==> src/rtl/sev_seg_pkg.sv <==
// Shared definitions for the seven-segment encoder/decoder pair.
package sev_seg_pkg;

  // Active-low segment codes for hex digits 0..F, bit6 = g ... bit0 = a.
  localparam logic [6:0] SEG_CODE [0:15] = '{
    7'h40, 7'h79, 7'h24, 7'h30, 7'h19, 7'h12, 7'h02, 7'h78,
    7'h00, 7'h10, 7'h08, 7'h03, 7'h46, 7'h21, 7'h06, 7'h0E
  };

  // All segments dark.
  localparam logic [6:0] SEG_BLANK = 7'h7F;

  // Sampler state: TRACK waits for a settle, SETTLED waits for the input to move.
  typedef enum logic {
    TRACK   = 1'b0,
    SETTLED = 1'b1
  } dec_state_e;

endpackage

==> src/rtl/sev_seg_decoder_lookup.sv <==
// Reverse lookup of a 7-bit active-low segment pattern to a hex digit.
module sev_seg_lookup
  import sev_seg_pkg::*;
(
  input  logic [6:0] pattern,
  output logic [3:0] digit,
  output logic       match,
  output logic       blank
);

  // Scan the code table; codes are unique so at most one entry hits.
  always_comb begin
    digit = 4'd0;
    match = 1'b0;
    for (int i = 0; i < 16; i++) begin
      if (pattern == SEG_CODE[i]) begin
        digit = 4'(i);
        match = 1'b1;
      end
    end
  end

  assign blank = (pattern == SEG_BLANK);

endmodule

==> src/rtl/sev_seg_decoder.sv <==
// Seven-segment bus scraper: qualifies a stable active-low pattern, decodes it
// to a hex digit plus DP and offers each changed digit on a valid/ready port.
//
// Handshake: a digit transfers on a rising edge where valid_out && ready_in.
// While valid_out is high, hex_out/dp_out are held. ready_in is a don't-care
// while valid_out is low. A digit that arrives while the port is stalled is
// dropped and flagged with overrun.
module sev_seg_decoder
  import sev_seg_pkg::*;
#(
  parameter int STABLE_CYCLES = 4,
  parameter int ERR_W         = 8
) (
  input  logic             clk,
  input  logic             rst,
  input  logic [7:0]       segment_in,
  input  logic             ready_in,
  output logic [3:0]       hex_out,
  output logic             dp_out,
  output logic             valid_out,
  output logic             invalid_pat,
  output logic             overrun,
  output logic [ERR_W-1:0] err_count
);

  localparam logic [7:0] CNT_MAX = 8'(STABLE_CYCLES - 1);

  logic [7:0] seg_q;
  logic [7:0] last_pat;
  logic [7:0] cnt;
  dec_state_e state;
  dec_state_e state_next;

  logic       same;
  logic       settle;
  logic       fresh;
  logic       deliver;
  logic       bad_pat;
  logic       drop;
  logic [3:0] lut_digit;
  logic       lut_match;
  logic       lut_blank;

  sev_seg_lookup u_lookup (
    .pattern (seg_q[6:0]),
    .digit   (lut_digit),
    .match   (lut_match),
    .blank   (lut_blank)
  );

  assign same    = (segment_in == seg_q);
  assign settle  = (state == TRACK) && (cnt == CNT_MAX) && same;
  // A settle on the pattern already reported (glitch recovery) stays silent.
  assign fresh   = settle && (seg_q != last_pat);
  assign deliver = fresh && lut_match;
  assign bad_pat = fresh && !lut_match && !lut_blank;
  assign drop    = deliver && valid_out && !ready_in;

  // Sample the bus and count consecutive identical samples.
  always_ff @(posedge clk or posedge rst) begin
    if (rst) begin
      seg_q    <= 8'hFF;
      last_pat <= 8'hFF;
      cnt      <= 8'd0;
    end else begin
      seg_q <= segment_in;
      if (!same)
        cnt <= 8'd0;
      else if (cnt != CNT_MAX)
        cnt <= cnt + 8'd1;
      if (settle)
        last_pat <= seg_q;
    end
  end

  // State register.
  always_ff @(posedge clk or posedge rst) begin
    if (rst) state <= TRACK;
    else     state <= state_next;
  end

  // Next state: any input change rearms tracking; a settle parks in SETTLED.
  always_comb begin
    state_next = state;
    if (!same)
      state_next = TRACK;
    else if (settle)
      state_next = SETTLED;
  end

  // Output port, error pulses and saturating error counter.
  always_ff @(posedge clk or posedge rst) begin
    if (rst) begin
      hex_out     <= 4'd0;
      dp_out      <= 1'b0;
      valid_out   <= 1'b0;
      invalid_pat <= 1'b0;
      overrun     <= 1'b0;
      err_count   <= '0;
    end else begin
      invalid_pat <= bad_pat;
      overrun     <= drop;
      if (deliver && !drop) begin
        hex_out   <= lut_digit;
        dp_out    <= ~seg_q[7];
        valid_out <= 1'b1;
      end else if (valid_out && ready_in) begin
        valid_out <= 1'b0;
      end
      if ((bad_pat || drop) && (err_count != '1))
        err_count <= err_count + ERR_W'(1);
    end
  end

endmodule
==> config.mk <==
export PLATFORM = sky130hd
export DESIGN_NAME = sev_seg_decoder
export DESIGN_NICKNAME = d
export VERILOG_FILES = /design/src/rtl/sev_seg_pkg.sv /design/src/rtl/sev_seg_decoder_lookup.sv /design/src/rtl/sev_seg_decoder.sv
export SDC_FILE = /design/constraint.sdc
export NUM_CORES = 1
export LEC_CHECK = 0
export ABC_AREA = 1
export CAP_MARGIN = 20
export CORE_ASPECT_RATIO = 0.8
export CORE_MARGIN = 4
export CORE_UTILIZATION = 55
export CTS_CLUSTER_DIAMETER = 30
export DETAILED_ROUTE_END_ITERATION = 6
export PLACE_DENSITY = 0.77
export SLEW_MARGIN = 10
export SYNTH_ARGS = -nofsm -noshare
export SYNTH_HDL_FRONTEND = slang
export SYNTH_SLANG_ARGS = --single-unit
==> constraint.sdc <==
create_clock -name clk -period 2.68 [get_ports clk]
set_input_delay 0.804 -clock clk [delete_from_list [all_inputs] [get_ports clk]]
set_output_delay 0.804 -clock clk [all_outputs]
set_load 0.05 [all_outputs]
Word-level counts from Yosys, hierarchy flattened
Cells that the tools add are included.
- add/sub/neg operators: 2
- equality and inequality tests: 23
- mux-type cells: 37
- bitwise logic cells: 2
- reduce and logical (&&, ||, !) cells: 18
- operators by type and width (kind ; count):
    7-bit == test (second input constant) ; 5
    4-bit two-way mux ; 8
    7-bit by 5-bit == test with 1-bit output (second input constant) ; 3
    7-bit by 6-bit == test with 1-bit output (second input constant) ; 3
    1-bit two-way mux ; 21
    8-bit by 1-bit adder with 8-bit output (second input constant) ; 2
    8-bit two-way mux ; 2
    7-bit by 2-bit == test with 1-bit output (second input constant) ; 2
    7-bit by 4-bit == test with 1-bit output (second input constant) ; 2
    3-bit two-way mux ; 4
    1-bit logical AND ; 11
    8-bit by 2-bit == test with 1-bit output (second input constant) ; 1
    8-bit == test ; 1
    8-bit by 2-bit inequality test with 1-bit output (second input constant) ; 1
    8-bit inequality test ; 1
    8-bit inequality test (second input constant) ; 1
    7-bit by 3-bit == test with 1-bit output (second input constant) ; 1
    7-bit logical NOT ; 1
    1-bit logical NOT ; 4
    2-bit two-way mux ; 2
    2-bit by 1-bit inequality test with 1-bit output (second input constant) ; 2
    1-bit NOT ; 2
    2-bit nonzero test ; 1
    1-bit logical OR ; 1
- register bits after elaboration: 41
- input bits: 11
- output and inout port bits: 16
- logic and storage cells: 92

Longest topological paths before layout
Gate-level depths: netlist of run 1.
- depth after elaboration: 23
- gate-level depth with buffers: 16
- mapped depth without buffers: 15

By module
From an unflattened synthesis of run 1, not the netlist that was laid out.
- cell total of the unflattened synthesis: 306
- area, all modules: 2418.6 um^2
- by module, submodules not included (module ; instances ; cells an instance ; area each (um^2) ; seq. area each (um^2)):
    sev_seg_decoder ; 1 ; 241 ; 2087.0 ; 1046.0
    sev_seg_lookup ; 1 ; 65 ; 331.6 ; 0.0

Least setup slack after synthesis of run 1
OpenSTA, ideal clock, no wires.
- kind: input port to flip-flop
- start point: input port segment_in[7]
- end point: register err_count[6]
- setup time: 120 ps
- arrival: 1862 ps
- required time: 2560 ps
- setup slack: 699 ps
- stages: 10
- path buffers: 0
- path through: xnor2_1 > nand2_1 > nor2_4 > nand3_4 > nor2_4 > nand4_2 > nand2_4 > nand2_4 > nand2_1 > nand2_1
- cells in the longest elaborated chain, start to end: 8
- elaborated cells on any way between the ends: 10
- those cells by class: eq/ne (1); reduce/logical (9)
- ends and longest elaborated chain (what ; line ; RTL):
    start: declaration ; sev_seg_decoder.sv:16 ; input logic [7:0] segment_in,
    8-bit == test * ; sev_seg_decoder.sv:51 ; assign same = (segment_in == seg_q);
    1-bit logical AND * ; sev_seg_decoder.sv:52 ; assign settle = (state == TRACK) && (cnt == CNT_MAX) && same;
    1-bit logical AND * ; sev_seg_decoder.sv:54 ; assign fresh = settle && (seg_q != last_pat);
    1-bit logical AND ; sev_seg_decoder.sv:55 ; assign deliver = fresh && lut_match;
    1-bit logical AND (2 in series) ; sev_seg_decoder.sv:57 ; assign drop = deliver && valid_out && !ready_in;
    1-bit logical OR * ; sev_seg_decoder.sv:110 ; if ((bad_pat || drop) && (err_count != '1))
    1-bit logical AND * ; sev_seg_decoder.sv:110 ;
    end signal: assignment ; sev_seg_decoder.sv:111 ; err_count <= err_count + ERR_W'(1);
    end: declaration ; sev_seg_decoder.sv:23 ; output logic [ERR_W-1:0] err_count
Every way passes the cells marked *; elsewhere a longest branch is shown, timed or not.
A chain may end at the register's enable or synchronous reset.

Worst setup path after layout of run 1
- start point: register err_count[6]
- end point: output port err_count[6]
No word-level cell between the ends.

==> results of run 1 <==
[stage by stage]
| stage | total power, mW | std cells | hold WS [ps] |
|---|---|---|---|
| after floorplan | 0.7278 | 311 | 454.5 |
| after global placement | 0.7507 | 389 | 463.6 |
| after detailed placement | 0.7530 | 389 | 467.3 |
| after CTS | 1.167 | 397 | 480.0 |
| after global routing | 1.211 | 397 | 511.0 |
| final | 1.151 | 397 | 476.5 |
[cells in the mapped netlist, drive strengths merged]
cell	number
nand2	89
nor2	43
inv	41
dfrtp	25
nand3	21
dfstp	16
o21ai	15
nor3	13
xor2	12
xnor2	9
a21oi	7
nand4	7
buf	6
nand3b	3
ha	2
clkbuf	1
nor3b	1
[cells by family (layout without fill, tap and decap cells)]
| family | after synthesis | after routing | share of synthesized area [%] |
|---|---|---|---|
| AO/OA/AOI/OAI | 22 | 22 | 4.444 |
| AND/OR/NAND/NOR | 177 | 177 | 35.30 |
| XOR/XNOR | 21 | 21 | 7.728 |
| buffers and inverters | 48 | 77 | 9.293 |
| flip-flops | 41 | 41 | 42.22 |
| adder cells (fa/ha/maj) | 2 | 2 | 1.010 |
[metal layers]
layer	share of wire [%]	vias to the layer above
met5	0	-
met4	0	0
met3	5.5	0
met2	46	53
met1	48	923
li1	-	1028
[state kept, by name, summed over array words and instances (netlist names)]
register     cells
cnt              8
err_count        8
last_pat         8
seg_q            8
hex_out          4
dp_out           1
invalid_pat      1
overrun          1
state            1
valid_out        1
[final cells by class]
class / count / area, um2
clock buffer: 8 / 90.09
fill: 366 / 1414
inverter: 41 / 158.9
multi-input combinational: 222 / 1201
sequential: 41 / 1046
tap: 57 / 71.32
timing repair buffer: 28 / 275.3
[report_power, final]
part	switching, mW	internal, mW	total, mW
Clock	0.200	0.210	0.411
Combinational	0.0547	0.0392	0.0939
Sequential	0.0159	0.631	0.647
Total	0.271	0.880	1.15
[worst max path at each step]
stage / startpoint / to / slack, ps / depth (start not counted)
global placement: segment_in[1] / err_count[6] / 170 / 11
floorplan: segment_in[7] / err_count[6] / 700 / 10
CTS: err_count[6] / err_count[6] / 260 / 1
detailed placement: segment_in[1] / err_count[2] / 100 / 11
global route: err_count[6] / err_count[6] / 210 / 1
finish: err_count[6] / err_count[6] / 270 / 1
==> metrics.txt, run 1 <==
status=finished, final reports clean; # hold bufs at CTS=0; CTS Buffer Depth=2; DP Wirelength=3.677 mm; cell taking the most area after synthesis=dfrtp_1; total CTS buffers=5; Inserted Diodes=0; Worst-Skew Late Latency=290 ps; Gate Count Post-Synth=311; Die X-Extent=83.04 um; CTS H-tree lvls=2; drt pass-1 iters=4; Tcrit/Tclk final=90.10%; core footprint=0.004257 mm2; FP Rows=21; Critical Path Fanout Max=6; CTS tree=done; M2 GR Usage=30.90%; Final #Nets=352; Post-CTS Resized=0; met1 GRT Util=23.81%; CP startpoint kind=register; initial antenna violation count=0; Max Clk Rate=0.4141 GHz; post-synthesis cell area=0.002477 mm2; main area contributors after synthesis=dfrtp_1 25%, dfstp_2 17%, nand2_1 13%; Yosys cell types=29; Initial Util=58.20%; Slew @ Worst Pin=508.7 ps; grt met3 use=3.971%; MaxCap Viol Count=0; grt ovf=0; Setup Buffers After CTS=0; RePlAce Congestion=0.9293; WP buf/inv=1; Hold Path Stages=2; clk_skew=10.48 ps; placed cell areas=0.002753 mm2; DIE AREA=0.005649 mm2; endpoint arrival time on the critical path=1610 ps; reg2reg path depth=11; vias in the first global route=1861; origin of the critical flop-to-flop path=seg_q[3]; Layout Area Growth over Synthesis=14.75%; wire per inst=11.67 um; Routed Wire Length=4.634 mm; Starting DRT DRC Count=141; post-place setup slack=96.13 ps; VDD IR max=0.0002989 V; post-synthesis sequential area ratio=42.22%; hold crit path type=reg2reg; vias=2004; synthesized flop and latch total=41; Max stage delay cell, worst path=clkdlybuf4s50_1; Buffers on Ports=26; Yosys Warn Count=0; DRC=0; end-of-flow core utilization=66.78%; gr usage total=18.24%; min Tclk post-route=2415 ps; antenna-violating nets left=0; most used cells in the layout excluding fill and tap cells=83 x nand2_1, 33 x inv_1, 30 x nor2_1, 26 x clkdlybuf4s50_1, 25 x dfrtp_1; clock root cell=clkbuf_8; die height=68.03 um; final setup fails=0; busiest grt layer=met2; Required @ worst endpoint=1880 ps; min-delay src=last_pat[4]; R2R Path End=err_count[2]; Clock transition at path regs=80 ps; Hold Path End=last_pat[4]; max-slew violations=0; slowest stage delay, CP=850 ps; layout cells sized above 1=17.35%; commonest non-fill, non-tap cell in the layout=nand2_1; relative slew slack=66.08%; post-route cell area=0.002843 mm2; Synth top area share=25.25%; largest net degree at the start of global routing=42; CTS sink cnt=41; nature of the critical path endpoint=primary output; RSZ-0062 raised after global routing=false; crit path kind=reg2out; CP delay by family, top=buffers and inverters; first-pass GRT wire length=8.231 mm; Power Density=405.0 mW/mm2; IO Count=27; Worst Setup Slack, final=265.4 ps; Reg2Reg Setup Slack=730 ps; net count after synthesis=324; worst-path cell chain=clkdlybuf4s50_1; P_leak=1.362 nW; final hold violation count=0; final setup TNS=0 ps; Synth Area per Inst=7.966 um2; via/cell ratio=5.048
Note: power is estimated with default switching activity, not from simulation.
==> run 2, diff against run 1 <==
Settings changed: SLEW_MARGIN 10 to not set.
==> results of run 2 <==
Same layout as run 1: the final DEF is identical, and so are final timing and power.
==> run 3, diff against run 2 <==
Settings changed: GPL_TIMING_DRIVEN set to 0.
==> run 3 against run 2 <==
- via count rose by 1.3%
- largest cell class unchanged
- clock skew fell by 1.3 ps
- cell count rose by 1.3%
- sequential share of layout area fell by 1.3 points
- critical endpoint unchanged
- die area did not move
==> metrics.txt, run 3 (synthesis gave the netlist of run 1 again) <==
clock root cell=clkbuf_8; IO Count=27; P_leak=1.412 nW; combinational power share=8.7%; min Tclk post-route=2404 ps; hold slack final=478.6 ps; antenna-violating nets left=0; Post-CTS Resized=0; worst-path cell chain=clkdlybuf4s50_1; Reg area=0.001046 mm2; gr usage total=18.29%; Initial Util=58.20%; Slew @ Worst Pin=811.5 ps; initial antenna violation count=0; die height=68.03 um; Worst Setup Slack, final=276.3 ps; Max stage delay cell, worst path=clkdlybuf4s50_1; first-pass GRT wire length=8.328 mm; Inserted Diodes=0; fin cells=402; Final #Nets=357; most used cells in the layout excluding fill and tap cells=83 x nand2_1, 32 x inv_1, 30 x nor2_1, 26 x clkdlybuf4s50_1, 25 x dfrtp_1; Tcrit/Tclk final=89.69%; switching share of total power=21.71%; CTS H-tree lvls=2; slowest stage delay, CP=840 ps; crit path kind=reg2out; via/cell ratio=5.050; Layout Area Growth over Synthesis=18.79%; Clock transition at path regs=80 ps; total CTS buffers=5; Required @ worst endpoint=1880 ps; Critical Path Fanout Max=6; Buffers on Ports=26; wire per inst=11.78 um; RePlAce Congestion=0.9282; Setup Buffers After CTS=0; CP startpoint kind=register; clock share of power=43.8%; layout cells sized above 1=19.13%; CP delay by family, top=buffers and inverters; dpl cells=394; DRC=0; FP Rows=21; clk_skew=9.178 ps; CTS Buffer Depth=2; Routed Wire Length=4.735 mm; endpoint arrival time on the critical path=1600 ps; Starting DRT DRC Count=134; Die X-Extent=83.04 um; nature of the critical path endpoint=primary output; commonest non-fill, non-tap cell in the layout=nand2_1; max-slew violations=0; vias in the first global route=1892; Max Clk Rate=0.4160 GHz; end-of-flow core utilization=69.14%; Layout fillers=363; final setup TNS=0 ps; P_sw=290.5 uW; largest net degree at the start of global routing=42; WP buf/inv=1; final setup fails=0; multi-input logic area=0.001201 mm2; post-place setup slack=1.471 ps; status=finished, final reports clean; CTS sink cnt=41; # hold bufs at CTS=0; DIE AREA=0.005649 mm2; RSZ-0062 raised after global routing=false; DP Wirelength=3.613 mm; placed cell areas=0.002809 mm2; Internal Power=1.047 mW; hold crit path type=reg2reg; grt ovf=0; CTS tree=done; vias=2030; core footprint=0.004257 mm2; final hold violation count=0; relative slew slack=45.82%; drt pass-1 iters=4; MaxCap Viol Count=0; total power=1.338 mW; Worst-Skew Late Latency=290 ps; post-route cell area=0.002943 mm2; VDD IR max=0.0005584 V; Sequential Power Share=47.5%; Power Density=454.6 mW/mm2
## run 3: routing by layer
metal	global-route usage [%]	vias up	share of wire [%]
met3	3.851	4	5.2
met2	30.30	52	44
met4	6.122	0	0.89
li1	-	1042	-
met5	0	-	0
met1	24.32	932	49
## run 3: tightest hold or removal path, stage by stage (launching register included)
cell and delay [ps]:
dfstp_2 380, nand2_1 60, nand2_1 50
## run 3: final cells by class
| class | count | share of cell area (%) |
|---|---|---|
| buffer | 7 | 2.423 |
| clock buffer | 5 | 2.338 |
| clock inverter | 3 | 2.211 |
| inverter | 41 | 5.400 |
| multi-input combinational | 222 | 40.82 |
| sequential | 41 | 35.54 |
| tap | 57 | 2.423 |
| timing repair buffer | 26 | 8.844 |
## run 3: final timing paths
kind / startpoint / cells after the start / to / slack, ps
worst max-delay path: err_count[6] / 1 / err_count[6] / 280
worst min-delay path: last_pat[4] / 2 / last_pat[4] / 480
worst max register to register: cnt[0] / 12 / err_count[4] / 650
worst min register to register: last_pat[4] / 2 / last_pat[4] / 480
max in group asynchronous: rst / 2 / cnt[1] / 1190
min in group asynchronous: rst / 2 / cnt[5] / 980
## run 3: power groups by stage
stage               Combinational, mW  Sequential (mW)  Clock, mW
floorplan                      0.0824            0.645          0
global placement                0.114            0.646          0
detailed placement              0.117            0.647          0
CTS                             0.118            0.635      0.598
global route                    0.130            0.636      0.624
finish                          0.117            0.635      0.586
